**config.mk**
```make
export PLATFORM = sky130hd
export DESIGN_NAME = countdown_sec
export DESIGN_NICKNAME = d
export VERILOG_FILES = /design/src/rtl/countdown_pkg.sv /design/src/rtl/countdown_sec_seg7.sv /design/src/rtl/countdown_sec.sv
export SDC_FILE = /design/constraint.sdc
export NUM_CORES = 1
export LEC_CHECK = 0
export CORE_AREA = 5 5 90 92
export CTS_BUF_LIST = sky130_fd_sc_hd__clkbuf_8
export DETAILED_ROUTE_END_ITERATION = 7
export DIE_AREA = 0 0 95 97
export MAX_ROUTING_LAYER = met4
export SYNTH_ARGS = -nofsm -noshare
export SYNTH_HDL_FRONTEND = slang
export SYNTH_SLANG_ARGS = --single-unit
```
**constraint.sdc**
```tcl
create_clock -name CLK -period 2.5 [get_ports CLK]
set_clock_uncertainty 0.1 [all_clocks]
set_input_delay 0.75 -clock CLK [delete_from_list [all_inputs] [get_ports CLK]]
set_output_delay 0.75 -clock CLK [all_outputs]
set_load 0.005 [all_outputs]
```
**src/rtl/countdown_pkg.sv**
```systemverilog
// Shared constants, state encoding and digit-clamp helpers for the seconds countdown.
// Consumed by countdown_sec and its seg7_encode digit decoders.
package countdown_pkg;

    typedef logic [1:0] state_t;

    localparam state_t ST_IDLE  = 2'd0;
    localparam state_t ST_RUN   = 2'd1;
    localparam state_t ST_PAUSE = 2'd2;
    localparam state_t ST_DONE  = 2'd3;

    localparam logic [6:0] SEG_BLANK = 7'b1111111;
    localparam logic [6:0] SEG_ZERO  = 7'b0000001;

    localparam logic [2:0] MAX_TENS  = 3'd5;
    localparam logic [3:0] MAX_UNITS = 4'd9;

    function automatic logic [2:0] clamp_tens(input logic [2:0] i_tens);
        return (i_tens > MAX_TENS) ? MAX_TENS : i_tens;
    endfunction

    function automatic logic [3:0] clamp_units(input logic [3:0] i_units);
        return (i_units > MAX_UNITS) ? MAX_UNITS : i_units;
    endfunction

endpackage

```
**src/rtl/countdown_sec_seg7.sv**
```systemverilog
// BCD digit to active-low {a,b,c,d,e,f,g} segment decoder with a blanking input.
// Purely combinational; codes above 9 render blank.
module seg7_encode
    import countdown_pkg::*;
(
    input  logic [3:0] i_bcd,
    input  logic       i_blank,
    output logic [6:0] o_seg
);

    always_comb begin
        o_seg = SEG_BLANK;
        if (!i_blank) begin
            case (i_bcd)
                4'd0:    o_seg = SEG_ZERO;
                4'd1:    o_seg = 7'b1001111;
                4'd2:    o_seg = 7'b0010010;
                4'd3:    o_seg = 7'b0000110;
                4'd4:    o_seg = 7'b1001100;
                4'd5:    o_seg = 7'b0100100;
                4'd6:    o_seg = 7'b0100000;
                4'd7:    o_seg = 7'b0001111;
                4'd8:    o_seg = 7'b0000000;
                4'd9:    o_seg = 7'b0000100;
                default: o_seg = SEG_BLANK;
            endcase
        end
    end

endmodule

```
**src/rtl/countdown_sec.sv**
```systemverilog
// Two-digit 59..00 seconds countdown with prescaler, borrow pulse, done flag and 7-seg drive.
// Optional COUNTDOWN_BLINK_EN: digits blink "00"/blank at half-second phases while in DONE.
module countdown_sec
    import countdown_pkg::*;
#(
    parameter int TICKS_PER_SEC = 50_000_000
) (
    input  logic       CLK,
    input  logic       RST_N,
    input  logic       LOAD,
    input  logic [2:0] LOAD_TENS,
    input  logic [3:0] LOAD_UNITS,
    input  logic       START,
    input  logic       STOP,
    output logic       BUSY,
    output logic       DONE,
    output logic       BORROW,
    output logic [6:0] SEG_U,
    output logic [6:0] SEG_T
);

    localparam int PW = $clog2(TICKS_PER_SEC);
    localparam logic [PW-1:0] PRESC_LAST = PW'(TICKS_PER_SEC - 1);

    state_t        r_state;
    logic [2:0]    r_tens;
    logic [3:0]    r_units;
    logic [PW-1:0] r_presc;
    logic          r_borrow;

    state_t        w_state_nxt;
    logic [2:0]    w_tens_nxt;
    logic [3:0]    w_units_nxt;
    logic [PW-1:0] w_presc_nxt;
    logic          w_borrow_nxt;

    logic w_wrap;
    logic w_is_zero;
    logic w_last_sec;
    logic w_blank;

    assign w_wrap     = (r_presc == PRESC_LAST);
    assign w_is_zero  = (r_tens == 3'd0) && (r_units == 4'd0);
    assign w_last_sec = (r_tens == 3'd0) && (r_units == 4'd1);

    // Command priority LOAD > STOP > START; STOP only acts in RUN, so it cannot mask START elsewhere.
    always_comb begin
        w_state_nxt  = r_state;
        w_tens_nxt   = r_tens;
        w_units_nxt  = r_units;
        w_presc_nxt  = r_presc;
        w_borrow_nxt = 1'b0;
        if (LOAD) begin
            w_tens_nxt  = clamp_tens(LOAD_TENS);
            w_units_nxt = clamp_units(LOAD_UNITS);
            w_presc_nxt = '0;
            w_state_nxt = ST_IDLE;
        end else if (STOP && (r_state == ST_RUN)) begin
            w_state_nxt = ST_PAUSE;
        end else if (START && ((r_state == ST_IDLE) || (r_state == ST_PAUSE))) begin
            if (w_is_zero) begin
                w_state_nxt = ST_DONE;
                w_presc_nxt = '0;
            end else begin
                w_state_nxt = ST_RUN;
            end
        end else begin
            case (r_state)
                ST_RUN: begin
                    if (w_wrap) begin
                        w_presc_nxt = '0;
                        if (r_units == 4'd0) begin
                            w_units_nxt  = MAX_UNITS;
                            w_tens_nxt   = r_tens - 3'd1;
                            w_borrow_nxt = 1'b1;
                        end else begin
                            w_units_nxt = r_units - 4'd1;
                            if (w_last_sec) begin
                                w_state_nxt = ST_DONE;
                            end
                        end
                    end else begin
                        w_presc_nxt = r_presc + PW'(1);
                    end
                end
                ST_DONE: begin
`ifdef COUNTDOWN_BLINK_EN
                    w_presc_nxt = w_wrap ? '0 : (r_presc + PW'(1));
`else
                    w_presc_nxt = '0;
`endif
                end
                default: begin
                end
            endcase
        end
    end

    always_ff @(posedge CLK or negedge RST_N) begin
        if (!RST_N) begin
            r_state  <= ST_IDLE;
            r_tens   <= 3'd0;
            r_units  <= 4'd0;
            r_presc  <= '0;
            r_borrow <= 1'b0;
        end else begin
            r_state  <= w_state_nxt;
            r_tens   <= w_tens_nxt;
            r_units  <= w_units_nxt;
            r_presc  <= w_presc_nxt;
            r_borrow <= w_borrow_nxt;
        end
    end

`ifdef COUNTDOWN_BLINK_EN
    localparam logic [PW-1:0] PRESC_HALF = PW'(TICKS_PER_SEC / 2);
    assign w_blank = (r_state == ST_DONE) && (r_presc >= PRESC_HALF);
`else
    assign w_blank = 1'b0;
`endif

    assign BUSY   = (r_state == ST_RUN);
    assign DONE   = (r_state == ST_DONE);
    assign BORROW = r_borrow;

    seg7_encode u_seg_units (
        .i_bcd   (r_units),
        .i_blank (w_blank),
        .o_seg   (SEG_U)
    );

    seg7_encode u_seg_tens (
        .i_bcd   ({1'b0, r_tens}),
        .i_blank (w_blank),
        .o_seg   (SEG_T)
    );

endmodule
```
======== Word-level counts from Yosys, hierarchy flattened ========
Memory sizes are Yosys's and may differ from the RTL's.
Index checks and enable logic that the tools add are counted.
Widths: inputs -> output; s select.
storage, ports and cells
  flip-flop bits (word level) ............. 36
  memories kept ........................... 2
  output and inout port bits .............. 17
  input bits .............................. 12
  bits in read-only memories .............. 224
memories
  memory            words  width  read ports  clocked after memory_dff  wr ports  line                      RTL
  (name not given)  16     7      1           0                         0         countdown_sec_seg7.sv:14  case (i_bcd)
  (name not given)  16     7      1           0                         0         countdown_sec_seg7.sv:14
cells by class
  magnitude comparators ................... 2
  $add $sub $neg .......................... 3
  reductions and logical operators ........ 19
  equal/unequal tests ..................... 9
  muxes and demuxes ....................... 34
operators by type and width
  operator               number
  $mux 26                5
  $pmux 26 s2            1
  $mux 4                 7
  $add 26x1->26 const B  1
  $eq 26x26->1 const B   1
  $mux 3                 7
  $mux 2                 8
  $reduce_bool 4->1      4
  $reduce_and 4->1       2
  $mux 1                 6
  $reduce_bool 2->1      3
  $reduce_and 5->1       1
  $eq 2x2->1 const B     2
  $eq 4x1->1 const B     1
  $gt 4x4->1 const B     1
  $logic_and 1x1->1      4
  $logic_not 4->1        1
  $ne 2x2->1 const B     2
  $ne 4x4->1 const B     1
  $sub 4x1->4 const B    1
  $gt 3x3->1 const B     1
  $logic_not 3->1        1
  $ne 3x3->1 const B     1
  $reduce_and 3->1       1
  other kinds (4)        4

======== Depth between registers and ports, before layout ========
  depth in word-level cells ............... 9
  mapped depth ............................ 9
  gate-level depth less buffers ........... 7

======== Modules after synthesis ========
From an unflattened synthesis, not the netlist that was laid out.
second synthesis, totals
  cells, all modules ...................... 296
  area, all modules ....................... 2,571.2 um2
modules (own cells, without submodules)
  module                      area an instance (um2)  cells an instance  seq. area each (um2)  instances
  countdown_sec               2,099.5                 230                900.9                 1
  seg7_encode at u_seg_tens   236.5                   33                 0.0                   1
  seg7_encode at u_seg_units  235.2                   33                 0.0                   1

======== Worst setup path after synthesis ========
Ideal clock, no wire load.
  path kind ............................... reg-to-reg
  start ................................... reg r_units[0]
  end ..................................... reg r_presc[25]
  data arrival time ....................... 2.184 ns
  buffers on the path ..................... 0
  setup time .............................. 0.119 ns
  setup slack ............................. 0.097 ns
  cell stages (with the launch flop) ...... 8
  period minus slack after synthesis ...... 2.403 ns
  path through ............................ dfrtp_1 > inv_1 > ha_1 > nor3b_2 > a221oi_1 > nor4_1 > a31oi_1 > o21ba_2
between the ends
  word-level cells in the longest chain between the ends .. 4
RTL lines
  item                        line                  RTL
  start, declared             countdown_sec.sv:27   logic [3:0] r_units;
  start signal, assigned      countdown_sec.sv:109  r_units <= w_units_nxt;
  $logic_not 4->1             countdown_sec.sv:43   assign w_is_zero = (r_tens == 3'd0) && (r_units == 4'd0);
  $logic_and 1x1->1           countdown_sec.sv:43
  $ne 3x3->1 (no line)        --
  $reduce_and 3->1 (no line)  --
  end signal, assigned        countdown_sec.sv:110  r_presc <= w_presc_nxt;
  end, declared               countdown_sec.sv:28   logic [PW-1:0] r_presc;
Every way passes these cells.
A chain may end at the register's enable or synchronous reset.

======== Final worst setup path ========
  start ................................... in START
  end ..................................... reg r_presc[10]
between the ends
  word-level cells in the longest chain between the ends .. 4
  elaborated cells between the ends (all ways) .. 7
  those cells by class .................... eq/ne (1); mux (3); reduce/logical (3)
RTL lines
  item                   line                 RTL
  start, declared        countdown_sec.sv:13  input logic START,
  $logic_and 1x1->1 (*)  countdown_sec.sv:60  end else if (START && ((r_state == ST_IDLE) || (r_state == ST_PAUSE))) begin
  $mux 26                countdown_sec.sv:60
  $mux 26                countdown_sec.sv:58  end else if (STOP && (r_state == ST_RUN)) begin
  $mux 26                countdown_sec.sv:53  if (LOAD) begin
Mark *: on every way between the ends. The rest lies on a longest branch, timed or not. The select of a mux whose other input is x is not followed.

==> metrics.csv <==
stage;metric;value;unit
status;status;completed;
global_route;grt_pass1_wl;10.6;mm
cts;clk_pin_slew;0.08;ns
final_layout;layout-drive-gt1-share;22.8;%
route;drc;0;
logic_synthesis;yosys-top-cells-area;dfrtp_1 (37%), nor2_1 (5.9%), ha_1 (5.7%);
floorplanning;core;0.00714;mm2
cts;cts_sinks;36;
timing;hold_violations;0;
critical_path;required;2.58;ns
global_route;grt_max_degree;37;
place;portBuffers;28;
critical_path;cp_max_fo;15;
logic_synthesis;synth_top_cell_by_area;dfrtp_1;
cts;cts_buffers;5;
timing;max_freq;410;MHz
power;peakVddDrop;245;uV
power;p_sw_share;29.8;%
critical_path;arrival;2.52;ns
global_route;grt_pass1_vias;2259;
global_route;antenna_found_initial;0;
run;drv_cap;0;
place;place_congestion;0.862;
power;cellLeakagePower;1.39;nW
power;p_seq_share;45.7;%
timing;worst_slack;0.0584;ns
final_layout;stdcell_area;0.00317;mm2
power;p_int;0.000959;W
final_layout;instances_no_fill;441;
timing;final_max_slew_viol_count;0;
route;route.antenna.remaining_nets;0;
timing;finalSetupViolations;0;
global_route;grt_usage;14.4;%
cts;h-tree-depth;2;
floorplanning;rows;31;
logic_synthesis;yosys.cell_count.top_type;nor2_1;
power;power_switching;0.000406;W
logic_synthesis;ys.warnings.count;0;
timing;max_slew_margin;68.6;%
critical_path;crit_end;r_presc[10];
critical_path;timing.rr.end;r_presc[9];
floorplanning;die_y;97;um
critical_path;rrSetupSlack;0.15;ns
critical_path;cp-end-kind;register;
floorplanning;dieArea;0.00922;mm2
timing;worst_pin_slew;0.470;ns
final_layout;insertedDiodeCount;0;
route;route.met3.wl;200;um
cts;clkLatencyLatePin;0.30;ns
route;vias;2278;
cts;ctsHoldBuffers;0;
logic_synthesis;syn_area;0.00241;mm2
place;dpl-instance-area;0.00298;mm2
critical_path;start_kind;input port;
cts;cts_tree;yes;
min_path;hold_class;input port to asynchronous set/reset pin;
route;highest_layer;met4;
route;wl_per_cell;13.9;um
route;drt-pass1-iter-count;4;
timing;fin_crit;2.44;ns
power;clockPowerShare;30.5;%
route;first_iter_violations;122;
route;drt_wl_total;6.11;mm
place;place_inst;428;
timing;period_share;97.7;%
logic_synthesis;synth_top_area_share;37.3;%
logic_synthesis;synthArstFlopShare;100;%
logic_synthesis;synthTopCellsByCount;nor2_1 (38), dfrtp_1 (36), nand2_1 (26);
route;route.met2.wl;2.90;mm
final_layout;nets;364;
route;m1WireLength;2.93;mm
logic_synthesis;syn_avg_cell_area;8.47;um2
logic_synthesis;synth_top_flop_cell;dfrtp_1;
critical_path;crit_start;START;
place;place_ws;-0.393;ns
logic_synthesis;synth_cell_type_count;50;
timing;rsz0062_at_grt;yes;
final_layout;areaGrowthSynthToFinish;31.3;%
logic_synthesis;synth_cells;285;
logic_synthesis;seq_area_frac_synth;37.3;%
cts;cts_root_buf;clkbuf_8;
critical_path;reg2reg_from;r_presc[0];
cts;clk_path_buf_depth;2;
power;combPwrFrac;23.8;%
critical_path;worstSetupPathType;input port to register;
place;hpwl;4.46;mm
logic_synthesis;synth_seq_cells;36;
critical_path;reg2regPathDepth;7;
logic_synthesis;synth_nets;308;
floorplanning;io_pins;29;
logic_synthesis;synth-edff-count;0;
floorplanning;die_w;95;um
global_route;grt_overflow;0;
route;routed_via_density;5.17;
power;power.density;431;mW/mm2
floorplanning;initial_core_util;33.8;%
state kept, by name, indices dropped and copies added (netlist names):
name / flops
r_state: 2
r_presc: 26
r_tens: 3
BORROW: 1
r_units: 4
layout by cell type (no fill, tap or decap), types with 3 or more instances in the layout:
cell type	instances
mux2i_1	3
dfrtp_1	34
xnor2_1	12
clkdlybuf4s50_1	13
o21ai_0	9
buf_4	34
clkbuf_8	5
nor2b_1	5
o31ai_1	4
a22o_1	6
ha_1	7
nand2b_1	4
nor4_2	3
a31oi_1	5
nand3_1	12
dlygate4sd2_1	8
and2_1	6
nand2_1	26
clkbuf_2	3
nand4_1	8
a31o_2	4
ha_2	4
a21oi_2	5
and4_1	4
nor3_1	8
and3_1	8
inv_1	8
nor4_1	4
a21oi_1	7
nor2_1	37
final cells by class:
class / count / area, um2
Tap cell: 99 / 124
Multi-Input combinational cell: 224 / 1490
Sequential cell: 36 / 903
Timing Repair Buffer: 64 / 533
Fill cell: 710 / 3970
Clock buffer: 5 / 68.8
Inverter: 10 / 37.5
Clock inverter: 3 / 18.8
stage by stage:
stage / total power (W) / TNS, ns / utilization (%) / hold slack (ns)
after global placement: 0.000949 / -5.47 / 41.7 / 0.379
after floorplan: 0.000781 / 0 / - / 0.346
after CTS: 0.00138 / -0.177 / 43.7 / 0.391
after global routing: 0.00145 / -0.0515 / 44.4 / 0.400
after detailed placement: 0.000952 / -7.16 / 41.7 / 0.370
final: 0.00137 / 0 / 44.4 / 0.389
kinds of logic (layout without fill, tap and decap cells):
logic type / Yosys count / in the layout / share of synthesized area (%)
xor gates and xnor gates: 12 / 12 / 4.35
and+or+nand+nor: 140 / 140 / 30.0
muxes: 5 / 5 / 2.18
buffers and inverters: 25 / 82 / 4.72
AOI/OAI and AO/OA: 56 / 56 / 15.8
adders and majority gates: 11 / 11 / 5.70
DFF: 36 / 36 / 37.3
power by group through the flow:
stage	Sequential, W	Clock (W)	Combinational, W
after floorplan	0.000621	0	0.000159
after global placement	0.000631	0	0.000317
after detailed placement	0.000632	0	0.000319
after CTS	0.000620	0.000440	0.000322
after global routing	0.000628	0.000458	0.000361
final	0.000624	0.000417	0.000325
repair_timing:
| item | in CTS | in global routing |
|---|---|---|
| setup endpoints to repair | 27 | 23 |
| buffers inserted | 4 | 1 |
| hold endpoints to repair | 0 | 0 |
| resized for setup | 27 | 20 |
| pin swaps | 1 | 1 |
worst min-delay path by stage:
stage | from | end | depth (start not counted)
after floorplan | RST_N | BORROW | 0
after global placement | r_presc[6] | r_presc[6] | 1
after detailed placement | r_presc[6] | r_presc[6] | 1
after CTS | RST_N | r_presc[8] | 2
after global routing | r_presc[6] | r_presc[6] | 1
final | RST_N | r_presc[8] | 2
worst max-delay path, stage by stage:
cell             delay (ns)
clkdlybuf4s50_1        0.46
nor4bb_4               0.18
a221oi_2               0.40
buf_4                  0.29
nor3b_1                0.08
buf_4                  0.16
a22o_1                 0.19
layer usage:
metal  GRT usage, %  vias up
met5              -        -
met4           4.22        0
met3           3.18        9
met2           22.3       44
met1           18.8     1083
li1               -     1142
Note: power is estimated with default switching activity, not from simulation.
